File: src/rtl/keccak_squeeze_reader.sv
// keccak_squeeze_reader
// Consumer-side companion to the Keccak core. Captures each rate block the
// core presents, serialises it into 64-bit words on a valid/ready stream, and
// keeps the core squeezing until the requested word count has been delivered.
module keccak_squeeze_reader #(
    parameter int RATE_XOF   = 21,
    parameter int RATE_OTHER = 17,
    parameter int CNT_W      = 16
) (
    input  logic                     clk,
    input  logic                     reset,
    input  logic                     start,
    input  logic [1:0]               mode,
    input  logic [CNT_W-1:0]         req_words,
    input  logic [64*RATE_XOF-1:0]   blk_in,
    input  logic                     blk_valid,
    output logic                     squeeze,
    output logic                     sha_hold,
    output logic [63:0]              dout,
    output logic                     dout_valid,
    input  logic                     dout_ready,
    output logic                     dout_last,
    output logic                     busy,
    output logic                     done
);

    localparam logic [1:0]       MODE_XOF      = 2'b00;
    localparam logic [4:0]       LAST_IDX_XOF  = 5'(RATE_XOF - 1);
    localparam logic [4:0]       LAST_IDX_OTH  = 5'(RATE_OTHER - 1);
    localparam logic [CNT_W-1:0] BLK_WORDS_XOF = CNT_W'(RATE_XOF);
    localparam logic [CNT_W-1:0] BLK_WORDS_OTH = CNT_W'(RATE_OTHER);

    typedef enum logic [1:0] {
        IDLE     = 2'd0,
        WAIT_BLK = 2'd1,
        DRAIN    = 2'd2,
        DONE     = 2'd3
    } state_t;

    state_t                   state, state_next;
    logic [1:0]               mode_q;
    logic [CNT_W-1:0]         remaining;
    logic [4:0]               word_idx;
    logic [64*RATE_XOF-1:0]   buffer;

    logic                     is_xof;
    logic                     more_blocks;
    logic [4:0]               last_idx;
    logic                     word_fire;
    logic [CNT_W-1:0]         start_words;

    assign is_xof      = (mode_q == MODE_XOF);
    // Only XOF sessions span blocks; other modes take exactly one block.
    assign more_blocks = is_xof && (remaining > BLK_WORDS_XOF);
    assign last_idx    = is_xof ? LAST_IDX_XOF : LAST_IDX_OTH;
    assign word_fire   = (state == DRAIN) && dout_ready;
    // Fixed-rate modes cannot deliver more than one block, so clamp up front
    // and let dout_last fall naturally on the final word of that block.
    assign start_words = ((mode != MODE_XOF) && (req_words > BLK_WORDS_OTH))
                         ? BLK_WORDS_OTH : req_words;

    // State register.
    always_ff @(posedge clk) begin
        // NOTE: sequential state uses non-blocking assignments so every
        // register samples pre-edge values regardless of block ordering.
        if (reset) begin
            state <= IDLE;
        end else begin
            state <= state_next;
        end
    end

    // Next-state logic.
    always_comb begin
        // NOTE: default assignment first so no path leaves state_next
        // unassigned, which would otherwise infer a latch.
        state_next = state;
        case (state)
            IDLE: begin
                if (start) begin
                    state_next = (req_words == '0) ? DONE : WAIT_BLK;
                end
            end
            WAIT_BLK: begin
                if (blk_valid) begin
                    state_next = DRAIN;
                end
            end
            DRAIN: begin
                if (word_fire) begin
                    if (remaining == CNT_W'(1)) begin
                        state_next = DONE;
                    end else if (word_idx == last_idx) begin
                        state_next = WAIT_BLK;
                    end
                end
            end
            DONE: begin
                state_next = IDLE;
            end
            default: begin
                state_next = IDLE;
            end
        endcase
    end

    // Session datapath: latched mode, word counters and the captured block.
    always_ff @(posedge clk) begin
        if (reset) begin
            mode_q    <= MODE_XOF;
            remaining <= '0;
            word_idx  <= '0;
            // NOTE: the block buffer is a plain register (not a RAM), so it
            // can be cleared on reset; dout is also gated outside DRAIN.
            buffer    <= '0;
        end else begin
            case (state)
                IDLE: begin
                    if (start && (req_words != '0)) begin
                        mode_q    <= mode;
                        remaining <= start_words;
                        word_idx  <= '0;
                    end
                end
                WAIT_BLK: begin
                    if (blk_valid) begin
                        buffer   <= blk_in;
                        word_idx <= '0;
                    end
                end
                DRAIN: begin
                    if (dout_ready) begin
                        remaining <= remaining - CNT_W'(1);
                        word_idx  <= (word_idx == last_idx) ? 5'd0 : word_idx + 5'd1;
                    end
                end
                default: begin
                end
            endcase
        end
    end

    // Output decode from the current state.
    always_comb begin
        squeeze    = 1'b0;
        sha_hold   = 1'b0;
        dout       = '0;
        dout_valid = 1'b0;
        dout_last  = 1'b0;
        busy       = 1'b0;
        done       = 1'b0;
        case (state)
            WAIT_BLK: begin
                busy    = 1'b1;
                squeeze = more_blocks;
            end
            DRAIN: begin
                busy       = 1'b1;
                squeeze    = more_blocks;
                sha_hold   = 1'b1;
                dout_valid = 1'b1;
                dout       = buffer[{word_idx, 6'd0} +: 64];
                dout_last  = (remaining == CNT_W'(1));
            end
            DONE: begin
                done = 1'b1;
            end
            default: begin
            end
        endcase
    end

endmodule

File: config.mk
export PLATFORM = sky130hd
export DESIGN_NAME = keccak_squeeze_reader
export DESIGN_NICKNAME = d
export VERILOG_FILES = /design/src/rtl/keccak_squeeze_reader.sv
export SDC_FILE = /design/constraint.sdc
export NUM_CORES = 2
export LEC_CHECK = 0
export BUFFER_PORTS_ARGS = -buffer_cell sky130_fd_sc_hd__clkbuf_2
export CAP_MARGIN = 20
export CORE_AREA = 5 5 561 563
export DETAILED_ROUTE_END_ITERATION = 10
export DIE_AREA = 0 0 566 568
export SLEW_MARGIN = 10
export SYNTH_ARGS = -nofsm -noshare
export SYNTH_HDL_FRONTEND = slang
export SYNTH_SLANG_ARGS = --single-unit
File: constraint.sdc
create_clock -name clk -period 5.8 [get_ports clk]
set_clock_uncertainty 0.15 [all_clocks]
set_input_delay 0.29 -clock clk [delete_from_list [all_inputs] [get_ports clk]]
set_output_delay 0.29 -clock clk [all_outputs]
set_load 0.02 [all_outputs]
# Word level (Yosys, flattened, before mapping)
# Cells that the tools add are included.
word_totals:
  ff_bits: 1369
  latchBits: 0
  mem_bits_rw: 0
  mem_bits_ro: 0
  inputBits: 1367
  out_inout_bits: 70
  wordCells: 61
  memories: 0
classes:
  add_sub_neg: 2
  multipliers: 0
  n_div: 0
  magnitude_cmp: 2
  eq_ne: 11
  n_shift: 1
  muxes: 23
  n_bitwise: 0
  n_reduce_logical: 17
op_table:
  columns: ["op", "n"]
  rows:
  - ["$shiftx 1344x12->64", 1]
  - ["$mux 64", 1]
  - ["$mux 16", 3]
  - ["$gt 16x5->1 const B", 2]
  - ["$pmux 16 s2", 1]
  - ["$mux 5", 4]
  - ["$eq 16x1->1 const B", 1]
  - ["$logic_not 16->1", 1]
  - ["$reduce_bool 16->1", 1]
  - ["$sub 16x1->16 const B", 1]
  - ["$pmux 5 s3", 1]
  - ["$mux 2", 6]
  - ["$ne 2x2->1 const B", 5]
  - ["$pmux 2 s4", 1]
  - ["$reduce_and 4->1", 2]
  - ["$add 5x1->5 const B", 1]
  - ["$eq 5x5->1", 1]
  - ["$mux 1", 5]
  - ["$eq 2x2->1 const B", 2]
  - ["$logic_and 1x1->1", 4]
  - ["$logic_not 2->1", 2]
  - ["$reduce_and 2->1", 2]
  - ["$reduce_bool 2->1", 2]
  - ["$mux 3", 1]
  - ["other kinds (5)", 5]

# Logic depth before layout (Yosys ltp)
depth:
  depth_word: 7
  ltp_mapped: 11
  depth_no_buf: 7

# Worst setup path after synthesis
# OpenSTA, ideal clock, no wires.
synth_path:
  kind: "reg2out"
  start: "register state[0]"
  end: "output dout[60]"
  arrival_ns: 2.131
  required_time_ns: 5.360
  slack_ns: 3.229
  stages_incl_launch_ff: 8
  cell_sequence: "dfxtp_1 -> inv_1 -> ha_1 -> inv_1 -> nor3_1 -> clkbuf_1 -> a21oi_1 -> o21ai_0"
synth_via:
  elab_chain_len: 2
synth_rtl:
  columns: ["element", "line", "text"]
  rows:
  - ["from (decl)", "40", "state_t state, state_next;"]
  - ["from (signal assigned)", "69", "state <= state_next;"]
  - ["$eq 2x2->1", "152", "case (state)"]
  - ["$mux 64", "152", null]
  - ["to (decl)", "19", "output logic [63:0] dout,"]
# No other way between the ends.

# Worst setup path in the final report
layout_path:
  start: "register word_idx[0]"
  end: "output dout[46]"
layout_via:
  elab_chain_len: 2
layout_rtl:
  columns: ["element", "line", "text"]
  rows:
  - ["from (decl)", "43", "logic [4:0] word_idx;"]
  - ["from (signal assigned)", "134", "word_idx <= (word_idx == last_idx) ? 5'd0 : word_idx + 5'd1;"]
  - ["$shiftx 1344x12->64", "162", "dout = buffer[{word_idx, 6'd0} +: 64];"]
  - ["$mux 64", "152", null]
# No other way between the ends.

==> flow_summary.yaml <==
detailed_routing:
  ant_nets: 0
  dr.pass1.iters: 6
  first_iter_violations: 6139
  vias: 64900
  vias_per_cell: 4.58
  drc_errors: 0
  wire_per_inst_um: 26.6
  wirelength_um: 378000
logic_synthesis:
  async_flop_share: 0
  synth_seq_area_share: 0.472
  synth-edff-count: 0
  syn_nets: 8457
  yosys.area.top_type: "dfxtp_1"
  yosys_register_bits: 1369
  yosys-top-cells-area: "dfxtp_1, nand2_1, a21oi_1, mux4_2, clkbuf_1"
  ys.flop_type: "dfxtp_1"
  synth.cell_area_mm2: 0.0580
  yosysWarnings: 0
  avgSynthCellArea_um2: 8.19
  synthDistinctLibCells: 62
  synth_cells: 7081
  synth_common_cells: "nand2_1, a21oi_1, dfxtp_1"
  synth_most_common_cell: "nand2_1"
  synth_top_area_frac: 0.472
clock_network:
  clk_path_buf_depth: 4
  cts_setup_buffers: 0
  cts_htree_levels: 4
  clkTransAtPathRegs_ns: 0.06
  cts_num_sinks: 1369
  clk_latency_ns: 0.81
  cts_hold_buf: 1487
  root_buffer: "clkbuf_16"
  ctsResizeCount: 0
  cts_tree: "done"
  cts_buffers: 164
sta:
  setup_viol: 0
  rsz0062_at_grt: "no"
  max_freq_mhz: 197
  min_period_ns: 5.07
  finalCritPeriodShare: 0.874
  tns_ns: 0
  final-hold-violation-count: 0
  slew_headroom: 0.106
  slew_viol_final: 0
  tightest_slew_ns: 1.34
die:
  dieArea_mm2: 0.321
  boundaryPins: 1437
  die_w_um: 566
  rows: 204
  start_util: 0.188
  fp.dieH_um: 568
  core_area_mm2: 0.308
critical_path:
  reg2reg_slack_ns: 1.90
  r2r-end: "remaining[11]"
  end_kind: "output pin"
  crit_type: "reg2out"
  slowest_delay_ns: 0.88
  critPathTopFamily: "compound AO/OA/AOI/OAI gates"
  cp_slowest_cell: "o22ai_1"
  path_buf_inv: 2
  path_max_fanout: 30
  r2r_cells: 8
  worstPathArrival_ns: 4.63
  crit_chain: "nand2_4 > buf_4 > o22ai_1 > a21oi_1 > o21ai_0 > clkbuf_2"
  required_ns: 5.36
  timing.rr.start: "state[0]"
  setup.worst_path.start_class: "flip-flop"
hold_path:
  hp-class: "in2reg"
  hold_depth: 3
  hold_path_end: "buffer[1099]"
  min-delay-start: "reset"
final_layout:
  layout.cells.non_filler: 14200
  area_growth_pct: 56.4
  nNetsFinal: 11100
  drive_gt1_frac: 0.220
place:
  port_buffers: 1436
  placed_cells: 12200
  gp_congestion: 0.912
  dp_hpwl_um: 290000
global_route:
  antenna_found_initial: 348
  grt_max_degree: 217
  grt_overflow_total: 0
  grt_usage: 0.223
  grt_pass1_vias: 63400
  grt_pass1_wl_um: 511000
pwr:
  p_per_area_mw_per_mm2: 333
  ir_drop_mv: 0.206
  p_leak_nw: 34.4
outcome:
  status: "finished clean"
job:
  max-cap-violations: 0
==> area by class of cell <==
type / count / area [um2]
Fill cell: 32400 / 218000
Multi-Input combinational cell: 5096 / 28300
Clock buffer: 222 / 4680
Timing Repair Buffer: 3067 / 23500
Antenna cell: 230 / 576
Clock inverter: 73 / 1030
Tap cell: 4120 / 5150
Inverter: 17 / 78.8
Sequential cell: 1369 / 27400
==> logic make-up (layout without fill, tap and decap cells) <==
family | count (synthesis) | in the layout | share of synthesized area
XOR/XNOR | 4 | 4 | 0.000604
buffers and inverters | 616 | 3379 | 0.0413
AND/OR/NAND/NOR | 2882 | 2882 | 0.189
other | 0 | 230 | 0
flip-flops | 1369 | 1369 | 0.472
AO/OA/AOI/OAI | 1724 | 1724 | 0.157
adder cells (fa/ha/maj) | 9 | 9 | 0.00194
multiplexers | 477 | 477 | 0.138
==> cell usage in the layout, fill, tap and decap left out, types with 14 or more instances in the layout <==
| master | n |
|---|---|
| mux2i_1 | 181 |
| buf_12 | 30 |
| buf_4 | 114 |
| clkbuf_16 | 166 |
| nor2_1 | 44 |
| o22ai_1 | 91 |
| bufinv_16 | 19 |
| clkbuf_8 | 32 |
| nand2_1 | 2787 |
| diode_2 | 230 |
| mux4_2 | 256 |
| inv_1 | 14 |
| dlygate4sd3_1 | 1487 |
| clkbuf_2 | 1435 |
| dfxtp_1 | 1366 |
| mux2_2 | 38 |
| a21o_1 | 27 |
| a21oi_1 | 1468 |
| o21ai_0 | 46 |
| clkinv_2 | 25 |
| clkbuf_1 | 24 |
| a22oi_1 | 42 |
==> per-stage QoR <==
stage	setup slack, ns	instance area (um2)	util	hold slack [ns]	power, W
2_1_floorplan	3.23	58000	-	0.276	0.0154
3_3_place_gp	1.26	69600	0.226	0.289	0.0181
3_5_place_dp	1.26	69600	0.226	0.294	0.0182
4_1_cts	0.341	90200	0.292	0.000130	0.0304
5_1_grt	0.562	90600	0.294	0.0282	0.0315
6_report	0.730	90800	0.294	0.0446	0.0302
==> sequential cells by signal (all words and copies together) (netlist names) <==
| register | flops |
|---|---|
| word_idx | 5 |
| state | 2 |
| mode_q | 2 |
| buffer | 1344 |
| remaining | 16 |
==> worst max-delay path by stage <==
stage / depth (start not counted) / end / slack, ns / startpoint
after global placement: 8 / dout[44] / 1.26 / word_idx[2]
after CTS: 8 / dout[44] / 0.34 / word_idx[2]
after detailed placement: 8 / dout[44] / 1.26 / word_idx[2]
after floorplan: 7 / dout[60] / 3.23 / state[0]
after global routing: 8 / dout[44] / 0.56 / word_idx[2]
final: 6 / dout[46] / 0.73 / word_idx[0]
==> power by group <==
group | internal [W] | switching (W) | leakage, nW
combinational | 0.00293 | 0.00461 | 20.5
clock | 0.00656 | 0.00453 | 2.79
sequential | 0.0107 | 0.000889 | 11.1
total | 0.0202 | 0.0100 | 34.4
==> per-layer routing <==
| layer | global-route usage | part of all wire | vias to the layer above |
|---|---|---|---|
| met3 | 0.0496 | 0.076 | 1085 |
| met4 | 0.134 | 0.067 | 160 |
| li1 | - | - | 29500 |
| met5 | 0 | 0.0026 | - |
| met1 | 0.276 | 0.40 | 30900 |
| met2 | 0.356 | 0.45 | 3385 |
==> worst register-to-register path, delay by kind of cell (launching register included) <==
family	cells	cell delay [ns]
flops	1	0.33
fa+ha+maj	1	0.46
compound gates	1	0.34
buf+inv	3	1.09
simple gates	3	1.48
No activity file was read; power rests on OpenSTA's default activity.
